File: config.mk
export PLATFORM = sky130hd
export DESIGN_NAME = parking_count_ctrl
export DESIGN_NICKNAME = d
export VERILOG_FILES = /design/src/rtl/parking_count_ctrl.sv
export SDC_FILE = /design/constraint.sdc
export NUM_CORES = 1
export LEC_CHECK = 0
export ABC_AREA = 1
export BUFFER_PORTS_ARGS = -buffer_cell sky130_fd_sc_hd__buf_2
export CORE_MARGIN = 4
export CORE_UTILIZATION = 51
export CTS_CLUSTER_DIAMETER = 150
export DETAILED_ROUTE_END_ITERATION = 8
export PLACE_DENSITY_LB_ADDON = 0.15
export SYNTH_ARGS = -nofsm -noshare
export SYNTH_HDL_FRONTEND = slang
export SYNTH_SLANG_ARGS = --single-unit
File: constraint.sdc
create_clock -name clk -period 2.45 [get_ports clk]
set_input_delay 0.3675 -clock clk [delete_from_list [all_inputs] [get_ports clk]]
set_output_delay 0.3675 -clock clk [all_outputs]
set_load 0.02 [all_outputs]
File: src/rtl/parking_count_ctrl.sv
// Occupancy controller for the smart parking system.
// Arbitrates entry/exit gate requests, sequences one shared external 4-bit
// adder/subtractor to update the occupied count and then the free count,
// and publishes count/free/full/empty/err plus one-cycle ack/nack pulses.
// Optional feature macro: PARK_STATS_EN adds a saturating reject counter
// output (reject_cnt) that increments on every nack pulse.
module parking_count_ctrl #(
  parameter int CAPACITY = 10
) (
  input  logic       clk,
  input  logic       rst_n,
  input  logic       entry_req,
  input  logic       exit_req,
  output logic       entry_ack,
  output logic       entry_nack,
  output logic       exit_ack,
  output logic       exit_nack,
  output logic [3:0] as_a,
  output logic [3:0] as_b,
  output logic       as_sel,
  input  logic [3:0] as_s,
  input  logic       as_cout,
  output logic [3:0] count,
  output logic [3:0] free,
  output logic       full,
  output logic       empty,
  output logic       err
`ifdef PARK_STATS_EN
  ,
  output logic [7:0] reject_cnt
`endif
);

  localparam logic [3:0] CAP4 = 4'(CAPACITY);

  typedef enum logic [1:0] {
    ST_IDLE,
    ST_UPDATE,
    ST_FREE,
    ST_REJECT
  } state_t;

  state_t     state_q, state_d;
  logic       win_exit_q, win_exit_d;   // side being served: 0 = entry, 1 = exit
  logic       ptr_exit_q, ptr_exit_d;   // collision priority: 0 = entry, 1 = exit
  logic [3:0] count_q, count_d;
  logic [3:0] free_q, free_d;
  logic       full_q, full_d;
  logic       empty_q, empty_d;
  logic       err_q, err_d;
  logic       entry_ack_q, entry_ack_d;
  logic       entry_nack_q, entry_nack_d;
  logic       exit_ack_q, exit_ack_d;
  logic       exit_nack_q, exit_nack_d;
`ifdef PARK_STATS_EN
  logic [7:0] reject_cnt_q, reject_cnt_d;
`endif

  logic grant_exit;
  logic refuse;
  logic adder_bad;

  // Drive the shared adder operands from the current state only.
  always_comb begin
    as_a   = '0;
    as_b   = '0;
    as_sel = 1'b0;
    case (state_q)
      ST_UPDATE: begin
        as_a   = count_q;
        as_b   = 4'd1;
        as_sel = win_exit_q;
      end
      ST_FREE: begin
        as_a   = CAP4;
        as_b   = count_q;
        as_sel = 1'b1;
      end
      default: ;
    endcase
  end

  // Next-state logic: arbitration, count update, free update and pulse set-up.
  always_comb begin
    // NOTE: every signal gets a default here so no path leaves one unassigned,
    // which would otherwise infer a latch.
    state_d      = state_q;
    win_exit_d   = win_exit_q;
    ptr_exit_d   = ptr_exit_q;
    count_d      = count_q;
    free_d       = free_q;
    full_d       = full_q;
    empty_d      = empty_q;
    err_d        = err_q;
    entry_ack_d  = 1'b0;
    entry_nack_d = 1'b0;
    exit_ack_d   = 1'b0;
    exit_nack_d  = 1'b0;
    grant_exit   = exit_req && (!entry_req || ptr_exit_q);
    refuse       = err_q || (grant_exit ? empty_q : full_q);
    adder_bad    = win_exit_q ? !as_cout : as_cout;

    case (state_q)
      ST_IDLE: begin
        if (entry_req || exit_req) begin
          win_exit_d = grant_exit;
          // Only a contested grant moves the priority pointer.
          if (entry_req && exit_req) ptr_exit_d = !grant_exit;
          if (refuse) begin
            state_d      = ST_REJECT;
            entry_nack_d = !grant_exit;
            exit_nack_d  = grant_exit;
          end else begin
            state_d = ST_UPDATE;
          end
        end
      end
      ST_UPDATE: begin
        // A carry on +1 or a borrow on -1 means the adder disagrees with
        // the range we already guaranteed in IDLE.
        if (adder_bad) begin
          err_d        = 1'b1;
          state_d      = ST_REJECT;
          entry_nack_d = !win_exit_q;
          exit_nack_d  = win_exit_q;
        end else begin
          count_d     = as_s;
          state_d     = ST_FREE;
          entry_ack_d = !win_exit_q;
          exit_ack_d  = win_exit_q;
        end
      end
      ST_FREE: begin
        free_d  = as_s;
        full_d  = (count_q == CAP4);
        empty_d = (count_q == 4'd0);
        state_d = ST_IDLE;
      end
      default: begin
        state_d = ST_IDLE;
      end
    endcase
  end

`ifdef PARK_STATS_EN
  // Saturating count of refused requests.
  always_comb begin
    reject_cnt_d = reject_cnt_q;
    if ((entry_nack_d || exit_nack_d) && (reject_cnt_q != 8'hFF))
      reject_cnt_d = reject_cnt_q + 8'd1;
  end
`endif

  // State register with synchronous active-low reset.
  always_ff @(posedge clk) begin
    // NOTE: sequential state uses non-blocking assignments so every flop
    // samples its pre-edge inputs; reset is checked inside the clocked block.
    if (!rst_n) begin
      state_q      <= ST_IDLE;
      win_exit_q   <= 1'b0;
      ptr_exit_q   <= 1'b0;
      count_q      <= 4'd0;
      free_q       <= CAP4;
      full_q       <= 1'b0;
      empty_q      <= 1'b1;
      err_q        <= 1'b0;
      entry_ack_q  <= 1'b0;
      entry_nack_q <= 1'b0;
      exit_ack_q   <= 1'b0;
      exit_nack_q  <= 1'b0;
`ifdef PARK_STATS_EN
      reject_cnt_q <= 8'd0;
`endif
    end else begin
      state_q      <= state_d;
      win_exit_q   <= win_exit_d;
      ptr_exit_q   <= ptr_exit_d;
      count_q      <= count_d;
      free_q       <= free_d;
      full_q       <= full_d;
      empty_q      <= empty_d;
      err_q        <= err_d;
      entry_ack_q  <= entry_ack_d;
      entry_nack_q <= entry_nack_d;
      exit_ack_q   <= exit_ack_d;
      exit_nack_q  <= exit_nack_d;
`ifdef PARK_STATS_EN
      reject_cnt_q <= reject_cnt_d;
`endif
    end
  end

  assign entry_ack  = entry_ack_q;
  assign entry_nack = entry_nack_q;
  assign exit_ack   = exit_ack_q;
  assign exit_nack  = exit_nack_q;
  assign count      = count_q;
  assign free       = free_q;
  assign full       = full_q;
  assign empty      = empty_q;
  assign err        = err_q;
`ifdef PARK_STATS_EN
  assign reject_cnt = reject_cnt_q;
`endif

endmodule
After elaboration in Yosys (flattened, before gate mapping)
Cells that the tools add are included.
{"block": "classes", "n_eq_ne": 4, "n_mux": 17, "bitwise": 3, "n_reduce_logical": 16}
{"op": "4-bit case mux with 2 select lines", "count": 2}
{"op": "1-bit 2-to-1 mux", "count": 9}
{"op": "1-bit case mux with 2 select lines", "count": 3}
{"op": "2-bit AND reduction", "count": 3}
{"op": "4-bit equality test, second input constant", "count": 1}
{"op": "1-bit zero test", "count": 4}
{"op": "4-bit zero test", "count": 1}
{"op": "2-bit 2-to-1 mux", "count": 2}
{"op": "2-bit case mux with 2 select lines", "count": 1}
{"op": "1-bit logical OR", "count": 3}
{"op": "1-bit NOT", "count": 3}
{"op": "3-bit AND reduction", "count": 1}
{"op": "3-bit OR reduction", "count": 1}
{"op": "2-bit by 1-bit equality test with 1-bit output, second input constant", "count": 1}
{"op": "2-bit equality test, second input constant", "count": 1}
{"op": "1-bit logical AND", "count": 2}
{"op": "2-bit zero test", "count": 1}
{"op": "2-bit != test, second input constant", "count": 1}
{"block": "totals", "output_inout_bits": 24, "register_bits": 19, "input_bits": 9, "elab_cells": 52}

Depth between registers and ports, before layout
Gate-level depths: netlist of run 1.
{"block": "logic_depth", "ltp_word": 8, "depth_mapped": 7, "ltp_nobuf": 7}

Least setup slack after synthesis of run 1
OpenSTA, ideal clock, no wires.
{"block": "synth_path", "kind": "reg2out", "start": "register state_q[0]", "end": "output port as_a[3]", "path_slack_ns": 0.840, "arrival_ns": 1.243, "stages_incl_launch_ff": 6, "required_ns": 2.082, "n_path_buf": 1, "path_cell_list": "dfxtp_1 -> inv_1 -> ha_1 -> inv_2 -> buf_6 -> o22ai_1"}
{"block": "synth_via", "elab_chain_cells": 2, "elab_cells_between_ends": 3, "cone_classes": "2 x eq/ne; 1 x mux"}
{"element": "from (decl)", "line": "43", "text": "state_t state_q, state_d;"}
{"element": "from (signal assigned)", "line": "175", "text": "state_q <= state_d;"}
{"element": "2-bit equality test or 2-bit by 1-bit equality test with 1-bit output (tied branches)", "line": "68", "text": "case (state_q)"}
{"element": "4-bit case mux with 2 select lines *", "line": "68"}
{"element": "to (decl)", "line": "18", "text": "output logic [3:0] as_a,"}
Mark *: on every way between the ends. The rest lies on a longest branch, timed or not.

Worst setup path after layout of run 1
{"block": "layout_path", "start": "register state_q[0]", "end": "output port as_b[0]"}
{"block": "layout_via", "elab_chain_cells": 2, "elab_cells_between_ends": 3, "cone_classes": "2 x eq/ne; 1 x mux"}
{"element": "2-bit equality test or 2-bit by 1-bit equality test with 1-bit output (tied branches)", "line": "68"}
{"element": "4-bit case mux with 2 select lines *", "line": "68"}
{"element": "to (decl)", "line": "19", "text": "output logic [3:0] as_b,"}
Marks and branches as above.

==> impl_results.md, run 1 <==
- DIE AREA: 0.00249 mm²
- First-pass GRT wire length: 3260 µm
- Hold Slack: 0.288 ns
- Setup TNS: 0 ns
- Cells after Synth: 114
- Worst-path cell chain: inv_1 > ha_1 > inv_2 > o31ai_4 > buf_2
- Vias post-DR: 850
- Clk pwr share: 17.2%
- Resize count post-CTS: 0
- Post-synthesis mux area share: 0%
- TritonCTS clock tree: built
- Combinational power share: 40.1%
- GRT overflow: 0
- Clock-pin slew on the worst setup and hold paths: 0.11 ns
- Cell area after synthesis: 896 µm²
- Die W: 49.9 µm
- Later-pin clock latency in the skew report: 0.30 ns
- Type of the most critical hold path: in2reg
- Max-slew headroom: 79.5%
- Top_reg_cell synth: dfxtp_1
- Mean number of vias per cell: 5.21
- Worst Setup End Kind: output port
- Post-CTS setup buffers: 0
- Largest net degree at the start of global routing: 13
- Switch Pwr: 0.382 mW
- Post-synth EDFFs: 0
- Core area: 0.00158 mm²
- Outcome: finished, final reports clean
- Switch share: 41.3%
- Max Cap Viol: 0
- Post-Synth Adder-Cell Area: 6.98%
- Number of setup violations in the final report: 0
- Vias in the first global route: 729
- Fin nets: 162
- # hold bufs at CTS: 0
- Compound-Gate Fraction of Synth Area: 21.2%
- FFs w/ async S/R, synth: 0%
- Worst path slowest cell: dfxtp_1
- Initial Utilization: 56.8%
- FP Rows: 14
- Total GRT Usage: 16.9%
- Pre-antenna DRT Iters: 4
- Yosys cell types: 23
- RSZ-0062 raised after global routing: false
- Final Wtd Congestion: 0.831
- Peak supply drop: 568 µV
- Flop pwr share: 42.7%
- Warnings, synthesis: 0
- Crit Path Class: reg2out
- Layout Skew: 0.00683 ns
- ANT nets after route: 0
- Layout cells sized above 1: 29.3%
- Post-Synth XOR/XNOR Area: 0%
- Area Growth Syn to Fin: 20.4%
- Slew @ Worst Pin: 0.307 ns
- CP required: 2.08 ns
- Int Power: 0.544 mW
- Die Ht: 49.9 µm
- H-tree depth: 1
- Avg WL per Cell: 12.3 µm
- Fin crit period: 2.05 ns
- Crit path launch type: register
- Achievable clock frequency: 0.488 GHz
- Largest family of logic cells by synthesized area: compound AO/OA/AOI/OAI gates
- Sequential share of the synthesized area: 42.5%
- Max Slew Vio Count: 0
- Final Hold Vio Count: 0
- Num CTS Buffers: 3
- Clock Sinks: 19
- Post-Route WL: 2000 µm
- Initial antenna violation count: 0
- Power per cell area: 858 mW/mm²
- Syn_area_per_cell: 7.86 µm²
- Initial DRC count: 19
- Num ports: 33
- Largest stage delay, worst path: 0.33 ns
- Net Count, Synth: 128
- DRC Markers: 0
- Crit path DAT: 1.68 ns
- Total power: 0.926 mW
- Yosys reg bits: 19
- Hpwl dp: 1560 µm
- N_diodes: 0
- # port buffers: 32
- Fin crit share: 83.6%
- CTS max path bufs: 2
- Root Buffer: clkbuf_4
- Post-synthesis simple-gate area fraction: 18.7%
- CP Max Fanout: 11
- Leak Pwr: 0.559 nW
[kinds of logic (layout without fill, tap and decap cells)]
logic type / count (synthesis) / after routing
buf+inv: 22 / 55
simple gates: 40 / 40
fa+ha+maj: 5 / 5
flops: 19 / 19
compound gates: 28 / 28
[power by group through the flow]
stage / Combinational, mW / Sequential (mW) / Clock [mW]
after floorplan: 0.234 / 0.444 / 0
after global placement: 0.364 / 0.400 / 0
after detailed placement: 0.371 / 0.403 / 0
after CTS: 0.373 / 0.396 / 0.162
after global routing: 0.410 / 0.402 / 0.179
final: 0.371 / 0.396 / 0.159
[final cells by class]
class | count | area, µm²
fillers | 147 | 498
multi-input cells | 73 | 420
flip-flops and latches | 19 | 380
repair buffers | 32 | 160
inverters | 19 | 71.3
clock buffers | 4 | 26.3
well taps | 16 | 20.0
[flip-flops by register name (all words and copies together), names as in the netlist]
signal,flops
count,4
empty,1
entry_ack,1
entry_nack,1
err,1
exit_ack,1
exit_nack,1
free,4
full,1
ptr_exit_q,1
state_q,2
win_exit_q,1
[critical path, delay by kind of cell (launching register included)]
family	cells	cell delay, ns
adder cells (fa/ha/maj)	1	0.33
buffers and inverters	3	0.48
flip-flops	1	0.33
AO/OA/AOI/OAI	1	0.23
[path summary, 6_finish.rpt]
check / startpoint / endpoint / slack, ns / cells after the start
worst min register to register: free[3] / free[3] / 0.47 / 2
worst max-delay path: state_q[0] / as_b[0] / 0.40 / 5
worst max register to register: state_q[1] / count[2] / 1.07 / 5
worst min-delay path: as_s[1] / free[1] / 0.29 / 3
[placed cells by master, fill, tap and decap left out, drive strengths merged]
cell,count
buf,32
clkbuf,4
o21ai,9
nand3,6
nand2,21
inv,19
nor3,2
nand4,1
o211ai,1
o22ai,2
o31ai,1
a21oi,13
ha,5
a221oi,1
o41ai,1
nor2,10
dfxtp,19
[Yosys cell counts (2+ instances only)]
master	n	area share, %
dfxtp_1	19	42
o22ai_1	2	1.4
nor3_1	2	1.1
nor2_1	9	3.8
nand3_1	6	3.4
a21oi_1	11	6.1
a21oi_2	2	2.0
ha_1	5	7.0
nand2_1	20	8.4
inv_1	18	7.5
o21ai_0	8	4.5
[through the flow]
| step | utilization, % | area, µm² | instances | setup WS, ns |
|---|---|---|---|---|
| after global routing | 68.4 | 1080 | 163 | 0.291 |
| after global placement | 66.7 | 1050 | 159 | 0.791 |
| after detailed placement | 66.7 | 1050 | 159 | 0.733 |
| final | 68.4 | 1080 | 163 | 0.402 |
| after floorplan | - | 896 | 114 | 0.840 |
| after CTS | 68.4 | 1080 | 163 | 0.392 |
[per-layer routing]
| metal | global-route usage [%] | vias to the layer above | share of wire (%) |
|---|---|---|---|
| li1 | - | 438 | - |
| met1 | 20.3 | 381 | 45 |
| met2 | 27.8 | 26 | 47 |
| met3 | 4.22 | 5 | 5.4 |
| met4 | 8.29 | 0 | 2.0 |
| met5 | 0 | - | 0 |
No activity file was read; power rests on OpenSTA's default activity.
==> run 2: changes to the inputs <==
- CORE_UTILIZATION: 51 -> 47
- clock period: 2.45 -> 2.1 ns (I/O delays scaled with it)
==> run 2 against run 1 <==
Compared with the run above: sequential cell count unchanged; sequential power increased by 16%; first-iteration DRC count increased by 63%; die area increased by 7.1%; cell count increased by 5.5%; clock-buffer cell count unchanged; clock skew decreased by 0.0044 ns; sequential share of layout area decreased by 0.44 points; critical path type unchanged; via count decreased by 0.24%; power increased by 17%.
==> impl_results.md, run 2 (same netlist as run 1, synthesis figures left out) <==
- Outcome: finished, final reports clean
- Die Ht: 51.7 µm
- Crit path DAT: 1.58 ns
- Initial Utilization: 50.8%
- Initial antenna violation count: 0
- Commonest non-fill, non-tap cell in the layout: buf_2
- Achievable clock frequency: 0.527 GHz
- Type of the most critical hold path: in2reg
- Setup TNS: 0 ns
- Peak supply drop: 495 µV
- Fin nets: 162
- N_diodes: 0
- Max-slew headroom: 79.6%
- Root Buffer: clkbuf_4
- CTS max path bufs: 2
- Vias post-DR: 848
- # port buffers: 32
- Final Hold Vio Count: 0
- FP Rows: 15
- Number of setup violations in the final report: 0
- Reg area: 380 µm²
- Number of fillers in the final layout: 170
- Total GRT Usage: 16.9%
- Avg WL per Cell: 11.6 µm
- Initial DRC count: 31
- Crit Path Class: reg2out
- Pre-antenna DRT Iters: 4
- TritonCTS clock tree: built
- DRC Markers: 0
- Layout Skew: 0.00247 ns
- Area of the multi-input gates: 423 µm²
- Clock Sinks: 19
- Post-route setup slack: 0.204 ns
- Hpwl dp: 1570 µm
- Final Wtd Congestion: 0.849
- Fin crit share: 90.3%
- Slew @ Worst Pin: 0.306 ns
- Num CTS Buffers: 3
- Max Slew Vio Count: 0
- Post-Route WL: 2000 µm
- First-pass GRT wire length: 3350 µm
- Max Cap Viol: 0
- CP Max Fanout: 9
- H-tree depth: 1
- Clock-pin slew on the worst setup and hold paths: 0.11 ns
- Fin crit period: 1.90 ns
- Commonest cells after routing, fill and taps aside: 32 x buf_2, 20 x nand2_1, 19 x dfxtp_1
- Die W: 51.7 µm
- Met3 Wirelength: 159 µm
- Met1 Wirelength: 856 µm
- Largest net degree at the start of global routing: 13
- Layout cells sized above 1: 29.9%
- Later-pin clock latency in the skew report: 0.30 ns
- Num ports: 33
- Pre-CTS setup slack: 0.432 ns
- Power per cell area: 989 mW/mm²
- ANT nets after route: 0
- DIE AREA: 0.00267 mm²
- GRT overflow: 0
- Core area: 0.00176 mm²
- Mean number of vias per cell: 4.93
- WL met2: 946 µm
- RSZ-0062 raised after global routing: false
- Crit path launch type: register
- Area Growth Syn to Fin: 21.9%
- Vias in the first global route: 795
- Worst Setup End Kind: output port
- Top Layer Used: met4
- Leak Pwr: 0.557 nW
- CP required: 1.78 ns
[run 2: cell types whose count changed in the layout (fill, tap and decap cells not counted)]
cell / previous run / this run
ha_1: 5 / 4
ha_2: 0 / 1
[run 2: critical path: stages (launching register included)]
cell     delay [ns]
dfxtp_1        0.34
inv_1          0.07
ha_1           0.31
nand2_1        0.20
o22ai_1        0.17
buf_2          0.19
[run 2: layer usage]
layer / vias up / track usage [%]
li1: 437 / -
met1: 372 / 19.5
met2: 35 / 29.0
met3: 4 / 2.87
met4: 0 / 10.0
met5: - / 0
[run 2: what timing repair did]
action / 4_1_cts / 5_1_grt
resized for setup: 0 / 1
hold buffers: 0 / 0
setup buffers: 0 / 0
endpoints found under the setup margin: 0 / 1
[run 2: final cells by class]
type                    count  area share, %
flip-flops and latches     19           34.8
repair buffers             32           14.7
inverters                  19           6.53
multi-input cells          73           38.7
clock buffers               4           2.41
well taps                  25           2.86
[run 2: per-stage QoR]
stage	util, %	hold WS (ns)	cell area (µm²)	total power [mW]	instances
after floorplan	-	0.437	896	0.790	114
after global placement	60.3	0.444	1060	0.894	168
after detailed placement	60.3	0.448	1060	0.901	168
after CTS	61.8	0.222	1090	1.09	172
after global routing	61.9	0.244	1090	1.16	172
final	61.9	0.232	1090	1.08	172
[run 2: path summary, 6_finish.rpt]
check | end | start | cells past startpoint | slack, ns
max | as_a[3] | state_q[1] | 5 | 0.20
min | free[1] | as_s[1] | 3 | 0.23
max reg2reg | count[3] | state_q[1] | 5 | 0.77
min reg2reg | ptr_exit_q | ptr_exit_q | 2 | 0.47
[run 2: where the power goes]
part	internal, mW	switching, mW	total, mW
logic	0.140	0.293	0.433
clock network	0.0740	0.113	0.187
registers	0.420	0.0400	0.460
total	0.634	0.446	1.08
